File: src/rtl/alu_dispatch.sv
// Instruction dispatcher: decodes, reads operands, issues to an external ALU,
// waits for the result with a timeout and writes it back to the register file.
module alu_dispatch #(
  parameter int DATA_W  = 19,
  parameter int NREGS   = 8,
  parameter int TIMEOUT = 16
) (
  input  logic              clk,
  input  logic              rst_n,
  input  logic              instr_valid,
  output logic              instr_ready,
  input  logic [DATA_W-1:0] instr,
  output logic              alu_req_valid,
  output logic [4:0]        alu_opcode,
  output logic [DATA_W-1:0] alu_op1,
  output logic [DATA_W-1:0] alu_op2,
  input  logic              alu_rsp_valid,
  input  logic [DATA_W-1:0] alu_result,
  input  logic              ext_wr_en,
  input  logic [2:0]        ext_wr_addr,
  input  logic [DATA_W-1:0] ext_wr_data,
  input  logic [2:0]        dbg_addr,
  output logic [DATA_W-1:0] dbg_data,
  output logic              busy,
  output logic              illegal_op,
  output logic              timeout_err
);

  localparam int CW = $clog2(TIMEOUT + 1);

  localparam logic [4:0] OP_NOT = 5'd0;
  localparam logic [4:0] OP_INC = 5'd8;
  localparam logic [4:0] OP_DEC = 5'd9;
  localparam logic [4:0] OP_MAX = 5'd9;

  typedef enum logic [1:0] {
    IDLE,
    ISSUE,
    WAIT,
    WB
  } state_e;

  state_e            state_q;
  logic [CW-1:0]     cnt_q;
  logic [2:0]        rd_q;
  logic [DATA_W-1:0] res_q;
  logic [4:0]        opcode_q;
  logic [DATA_W-1:0] op1_q;
  logic [DATA_W-1:0] op2_q;
  logic              req_q;
  logic              ill_q;
  logic              to_q;
  logic [DATA_W-1:0] regs_q [NREGS];

  logic [4:0]        f_op;
  logic [2:0]        f_rd;
  logic [2:0]        f_rs1;
  logic [2:0]        f_rs2;
  logic              legal;
  logic              no_op2;
  logic [DATA_W-1:0] op2_d;
  logic              unused_bits;

  assign f_op  = instr[DATA_W-1 -: 5];
  assign f_rd  = instr[DATA_W-6 -: 3];
  assign f_rs1 = instr[DATA_W-9 -: 3];
  assign f_rs2 = instr[DATA_W-12 -: 3];
  assign unused_bits = ^instr[DATA_W-15:0];

  assign legal = (f_op <= OP_MAX);

  always_comb begin
    no_op2 = 1'b0;
    unique case (1'b1)
      (f_op == OP_NOT): no_op2 = 1'b1;
      (f_op == OP_INC): no_op2 = 1'b1;
      (f_op == OP_DEC): no_op2 = 1'b1;
      default:          no_op2 = 1'b0;
    endcase
  end

  assign op2_d = no_op2 ? '0 : regs_q[f_rs2];

  always_ff @(posedge clk or negedge rst_n) begin
    if (!rst_n) begin
      state_q  <= IDLE;
      cnt_q    <= '0;
      rd_q     <= '0;
      res_q    <= '0;
      opcode_q <= '0;
      op1_q    <= '0;
      op2_q    <= '0;
      req_q    <= 1'b0;
      ill_q    <= 1'b0;
      to_q     <= 1'b0;
    end else begin
      req_q <= 1'b0;
      ill_q <= 1'b0;
      unique case (state_q)
        IDLE: begin
          if (instr_valid) begin
            if (legal) begin
              opcode_q <= f_op;
              rd_q     <= f_rd;
              op1_q    <= regs_q[f_rs1];
              op2_q    <= op2_d;
              req_q    <= 1'b1;
              state_q  <= ISSUE;
            end else begin
              ill_q <= 1'b1;
            end
          end
        end
        ISSUE: begin
          cnt_q   <= '0;
          state_q <= WAIT;
        end
        WAIT: begin
          // a response on the last allowed cycle still wins over the timeout
          if (alu_rsp_valid) begin
            res_q   <= alu_result;
            state_q <= WB;
          end else if (cnt_q == CW'(TIMEOUT - 1)) begin
            to_q    <= 1'b1;
            state_q <= IDLE;
          end else begin
            cnt_q <= cnt_q + 1'b1;
          end
        end
        WB: state_q <= IDLE;
        default: state_q <= IDLE;
      endcase
    end
  end

  // writeback is ordered after the preload so it wins on an address clash
  always_ff @(posedge clk or negedge rst_n) begin
    if (!rst_n) begin
      for (int i = 0; i < NREGS; i++) begin
        regs_q[i] <= '0;
      end
    end else begin
      if (ext_wr_en) begin
        regs_q[ext_wr_addr] <= ext_wr_data;
      end
      if (state_q == WB) begin
        regs_q[rd_q] <= res_q;
      end
    end
  end

  assign instr_ready   = (state_q == IDLE);
  assign busy          = (state_q != IDLE);
  assign alu_req_valid = req_q;
  assign alu_opcode    = opcode_q;
  assign alu_op1       = op1_q;
  assign alu_op2       = op2_q;
  assign illegal_op    = ill_q;
  assign timeout_err   = to_q;
  assign dbg_data      = regs_q[dbg_addr];

endmodule

File: config.mk
export PLATFORM = sky130hd
export DESIGN_NAME = alu_dispatch
export DESIGN_NICKNAME = d
export VERILOG_FILES = /design/src/rtl/alu_dispatch.sv
export SDC_FILE = /design/constraint.sdc
export NUM_CORES = 1
export LEC_CHECK = 0
export CAP_MARGIN = 20
export CORE_MARGIN = 2
export CORE_UTILIZATION = 40
export CTS_BUF_LIST = sky130_fd_sc_hd__clkbuf_8
export DETAILED_ROUTE_END_ITERATION = 10
export PLACE_DENSITY_LB_ADDON = 0.12
export SYNTH_ARGS = -nofsm -noshare
export SYNTH_HDL_FRONTEND = slang
export SYNTH_SLANG_ARGS = --single-unit
File: constraint.sdc
create_clock -name clk -period 2.1 [get_ports clk]
set_input_delay 0.21 -clock clk [delete_from_list [all_inputs] [get_ports clk]]
set_output_delay 0.21 -clock clk [all_outputs]
set_load 0.05 [all_outputs]
==> results.md, run 1 <==
* Status: finished with violations
* Failing checks: negative setup slack
* Fin crit period at 2.13 ns
* IO Port Bufs at 129
* Max stage delay on crit path at 0.48 ns
* CP max FO at 2
* #FFs+latches synth at 227
* Critical Path AT at 1.92 ns
* Post-synthesis sequential area ratio at 40.9%
* ANT nets after route at 0
* Largest net degree at the start of global routing at 72
* Worst setup margin at -0.0258 ns
* Simple-gate share of the synthesized area at 2.05%
* Fraction of registers with async set/reset at 100%
* Xor and xnor fraction of the mapped netlist area at 0%
* Most common cell after layout, fill and taps aside: mux2_2
* Type of origin of the critical path: register
* Synth Instances at 898
* Core area at 34400 µm²
* Yosys warns at 0
* Clock Skews at 0.0250 ns
* Initial Util at 40.4%
* WL per Instance at 26.0 µm
* Tcrit/Tclk final at 101%
* Nets at 1219
* Routed via count at 9397
* Hold_ws at 0.267 ns
* Worst slew pin tran at 0.657 ns
* Synth-to-layout area growth at 29.7%
* Post-Synth Adder-Cell Area at 0.180%
* N_diodes at 0
* Cts bufs inserted at 43
* Residual DRC at 0
* Die X at 190 µm
* Most frequent cells in the layout: mux2_2, dfrtp_1, mux4_2, buf_4, clkdlybuf4s50_1
* Skew-Pair Late Insertion Delay at 0.56 ns
* Post-synth cell types at 40
* Drt pass-1 iters at 5
* Syn nets at 968
* Routability cong. at 0.802
* CTS tree: yes
* Root Buffer: clkbuf_8
* Hpwl dp at 25400 µm
* RR Startpoint: cnt_q[1]
* Worst IR Drop VDD at 0.718 mV
* Tot Pwr at 26300 µW
* Hold crit path type: primary input to async pin
* Chip Height at 190 µm
* Ratio of total power to cell area at 1460 nW/µm²
* Relative slew slack at 56.2%
* Post-Syn Area at 13900 µm²
* CP Cell Sequence: mux4_2, mux2_4, buf_12
* Worst Path Required at 1.89 ns
* Final setup fails at 5
* Worst-path clk slew at 0.06 ns
* Tot GR Track Use at 24.1%
* Complex-gate fraction of the synthesized area at 2.04%
* Die area at 36200 µm²
* H-Tree Depth at 2
* Final Hold Fails at 0
* Final Max Slew Viols at 0
* Max cap viols at 0
* First-pass GRT wire length at 64600 µm
* Worst setup EP type: primary output
* Combinational family with the most area after synthesis: multiplexers
* Ys flop type: dfrtp_1
* Syn_area_per_cell at 15.5 µm²
* Vias per inst at 5.75
* Clock sink count at 227
* Top Ports at 135
* Layout cells sized above 1 at 65.0%
* Crit Path Category: register to primary output
* Initial DRC count at 642
* Post-synthesis mux area share at 51.9%
* CP startpoint: regs_q[87]
* RSZ-0062 raised after global routing: yes
* Vias in the first global route at 9933
* Row count at 68
* Slowest library cell on the worst path: mux4_2
* Fmax at 470 MHz
* Final wirelength at 42600 µm
* Grt ovf at 0
* Antenna violations before repair at 0
* Max clock buf depth at 3
* Post-synth EDFFs at 0
* Leak at 0.00757 µW
## sequential cells by signal, summed over array words and instances, names as in the netlist
register	count
rd_q	3
alu_opcode	5
alu_op1	19
illegal_op	1
alu_req_valid	1
cnt_q	5
res_q	19
timeout_err	1
state_q	2
alu_op2	19
regs_q	152
## path summary, 6_finish.rpt
path,to,depth (start not counted),slack [ns]
max,dbg_data[11],3,-0.03
min,alu_op1[1],2,0.27
max reg2reg,cnt_q[3],5,0.07
min reg2reg,timeout_err,1,0.47
max in group asynchronous,regs_q[2],3,1.17
min in group clk,rd_q[1],2,0.27
## cell usage after synthesis (5+ instances only)
cell,instances,area [µm²]
buf_6,6,67.6
nand2_1,9,33.8
inv_1,5,18.8
mux2_4,19,285
mux4_2,114,2570
dfrtp_1,227,5680
a22o_1,23,201
mux2_2,387,4360
buf_2,32,160
clkbuf_1,19,71.3
buf_1,6,22.5
## critical path, delay by kind of cell, from the launching register on
family | cells | cell delay (ns)
buffers and inverters | 1 | 0.16
muxes | 2 | 0.80
DFF | 1 | 0.40
## where the power goes
| part | total, µW | leakage, µW | internal [µW] | switching (µW) |
|---|---|---|---|---|
| combinational | 13200 | 0.00431 | 7740 | 5420 |
| sequential | 8650 | 0.00275 | 6520 | 2130 |
| clock | 4500 | 0.000509 | 2540 | 1960 |
| total | 26300 | 0.00757 | 16800 | 9510 |
## metrics by stage
step	utilization, %	setup WS [ns]	instance area [µm²]	cells	setup TNS, ns
after floorplan	-	0.0592	13900	898	0
after CTS	52.0	-0.0416	17900	1617	-0.223
after global placement	47.9	-0.145	16400	1482	-11.21
final	52.4	-0.0258	18000	1635	-0.0399
after global routing	52.4	-0.0626	18000	1635	-0.750
after detailed placement	47.9	-0.152	16400	1482	-12.02
## layout make-up
type	count	area, µm²
flip-flops and latches	227	5680
well taps	455	569
multi-input cells	599	7930
clock inverters	19	106
clock buffers	57	785
fillers	2938	16400
inverters	6	35.0
repair buffers	272	2910
## kinds of logic (layout without fill, tap and decap cells)
group | after synthesis | count (layout)
multiplexers | 520 | 520
flip-flops | 227 | 227
AND/OR/NAND/NOR | 43 | 43
buffers and inverters | 72 | 354
AO/OA/AOI/OAI | 34 | 34
adder cells (fa/ha/maj) | 2 | 2
## timing repair
item / CTS / global route
endpoints found under the hold margin: 60 / 0
cloned: 0 / 0
hold buffers: 1 / 0
gates resized for setup: 23 / 5
endpoints found under the setup margin: 20 / 20
setup buffers: 58 / 18
## per-layer routing
metal  vias to the layer above  wire, µm  GRT usage (%)
li1                       4070         -              -
met1                      4992     19000           33.3
met2                       268     20600           39.9
met3                        67      2050           3.53
met4                         0       947           6.23
met5                         -         0              0
(Power assumes the default switching activity.)
==> inputs of run 2 (changes only) <==
--- a/config.mk
+++ b/config.mk
@@ -7,7 +7,7 @@
 export LEC_CHECK = 0
 export CAP_MARGIN = 20
 export CORE_MARGIN = 2
-export CORE_UTILIZATION = 40
+export CORE_UTILIZATION = 50
 export CTS_BUF_LIST = sky130_fd_sc_hd__clkbuf_8
 export DETAILED_ROUTE_END_ITERATION = 10
 export PLACE_DENSITY_LB_ADDON = 0.12
==> results.md, run 2 (same netlist as run 1, synthesis figures left out) <==
* Status: finished with violations (unchanged)
* Failing checks: negative setup slack (unchanged)
* Row count at 61 (was 68)
* IO Port Bufs at 129 (unchanged)
* Antenna violations before repair at 0 (unchanged)
* First-pass GRT wire length at 60000 µm (was 64600 µm)
* Tcrit/Tclk final at 100% (was 101%)
* Most common cell after layout, fill and taps aside: mux2_2 (unchanged)
* Worst setup EP type: primary output (unchanged)
* Clock sink count at 227 (unchanged)
* Placed Area at 16200 µm² (was 16400 µm²)
* Die area at 29100 µm² (was 36200 µm²)
* Synth-to-layout area growth at 27.0% (was 29.7%)
* Drt pass-1 iters at 5 (unchanged)
* Worst-path clk slew at 0.06 ns (about the same)
* Crit Path Category: register to primary output (unchanged)
* Routed via count at 9289 (was 9397)
* CP max FO at 4 (was 2)
* Most frequent cells in the layout: mux2_2, dfrtp_1, mux4_2, buf_4, clkdlybuf4s50_1 (unchanged)
* Vias per inst at 6.02 (was 5.75)
* RSZ-0062 raised after global routing: yes (unchanged)
* Grt ovf at 0 (unchanged)
* Tot Pwr at 25500 µW (was 26300 µW)
* N_diodes at 0 (unchanged)
* WL per Instance at 25.3 µm (was 26.0 µm)
* Worst setup margin at -0.00589 ns (was -0.0258 ns)
* Vias in the first global route at 9882 (was 9933)
* Worst slew pin tran at 0.574 ns (was 0.657 ns)
* ANT nets after route at 0 (unchanged)
* Nets at 1207 (was 1219)
* Skew-Pair Late Insertion Delay at 0.54 ns (was 0.56 ns)
* Hold crit path type: primary input to async pin (unchanged)
* Initial DRC count at 614 (was 642)
* Clock Skews at 0.0169 ns (was 0.0250 ns)
* Die X at 171 µm (was 190 µm)
* Worst IR Drop VDD at 0.923 mV (was 0.718 mV)
* Layout cells sized above 1 at 64.2% (was 65.0%)
* Initial Util at 50.4% (was 40.4%)
* Fmax at 475 MHz (was 470 MHz)
* Leak at 0.00743 µW (was 0.00757 µW)
* CTS tree: yes (unchanged)
* H-Tree Depth at 2 (unchanged)
* Type of origin of the critical path: register (unchanged)
* Final setup fails at 1 (was 5)
* Hpwl dp at 23900 µm (was 25400 µm)
* Final Max Slew Viols at 0 (unchanged)
* Final wirelength at 39100 µm (was 42600 µm)
* Relative slew slack at 61.7% (was 56.2%)
* Fin crit period at 2.11 ns (was 2.13 ns)
* Reg with most FFs: regs_q (unchanged)
* Largest net degree at the start of global routing at 65 (was 72)
* Routability cong. at 0.818 (was 0.802)
* Tot GR Track Use at 27.7% (was 24.1%)
* Max cap viols at 0 (unchanged)
* Critical Path AT at 1.90 ns (was 1.92 ns)
* Worst Path Required at 1.89 ns (about the same)
* Design area at 17600 µm² (was 18000 µm²)
* Chip Height at 171 µm (was 190 µm)
* Top Ports at 135 (unchanged)
* Final Hold Fails at 0 (unchanged)
* Cts bufs inserted at 42 (was 43)
* Max reg flops at 152 (unchanged)
* Core area at 27600 µm² (was 34400 µm²)
* Residual DRC at 0 (unchanged)
* Max clock buf depth at 3 (unchanged)
* Ratio of total power to cell area at 1450 nW/µm² (was 1460 nW/µm²)
* Root Buffer: clkbuf_8 (unchanged)
[run 2: layout make-up]
class                           instances  area, µm²
Sequential cell                       227       5680
Multi-Input combinational cell        599       7910
Inverter                                6       35.0
Timing Repair Buffer                  261       2720
Clock inverter                         17       66.3
Fill cell                            2079       9910
Tap cell                              378        473
Clock buffer                           55        757
[run 2: path summary, 6_finish.rpt]
| check | start | to | slack (ns) | cells after the start |
|---|---|---|---|---|
| worst max-delay path | regs_q[94] | dbg_data[18] | -0.006 | 3 |
| worst min-delay path | rst_n | regs_q[78] | 0.21 | 2 |
| worst max register to register | cnt_q[1] | cnt_q[3] | 0.06 | 5 |
| worst min register to register | timeout_err | timeout_err | 0.46 | 1 |
| max in group asynchronous | rst_n | res_q[12] | 1.12 | 3 |
| min in group clk | alu_result[3] | res_q[3] | 0.28 | 2 |
[run 2: worst max-delay path, cell delays in order, from the launching register on]
cell and delay [ns]:
dfrtp_1 0.41, mux4_2 0.48, mux2_4 0.31, buf_12 0.15
[run 2: metrics by stage]
stage	hold slack [ns]	setup WS, ns	TNS, ns	cells	utilization (%)
global placement	0.217	-0.148	-11.27	1404	58.8
CTS	0.223	-0.0339	-0.0357	1519	63.3
floorplan	-0.0856	0.0592	0	898	-
global route	0.250	-0.0444	-0.305	1543	64.0
detailed placement	0.210	-0.151	-12.19	1404	58.8
finish	0.214	-0.00589	-0.00589	1543	64.0
[run 2: what timing repair did]
action,4_1_cts,5_1_grt
setup endpoints to repair,20,18
hold endpoints to repair,57,0
resized for setup,27,4
hold buffers,1,0
setup buffers,42,24
cloned,0,0
[run 2: power by group]
part / switching [µW] / internal [µW] / total (µW)
clock network: 1850 / 2320 / 4170
registers: 2140 / 6520 / 8660
logic: 5220 / 7460 / 12700
total: 9210 / 16300 / 25500
[run 2: per-layer routing]
layer  vias to the layer above  GRT usage (%)  share of wire (%)
met5                         -              0                  0
li1                       4038              -                  -
met2                       325           46.5                 49
met4                         0           9.10                2.7
met3                        87           5.18                5.8
met1                      4839           36.5                 42
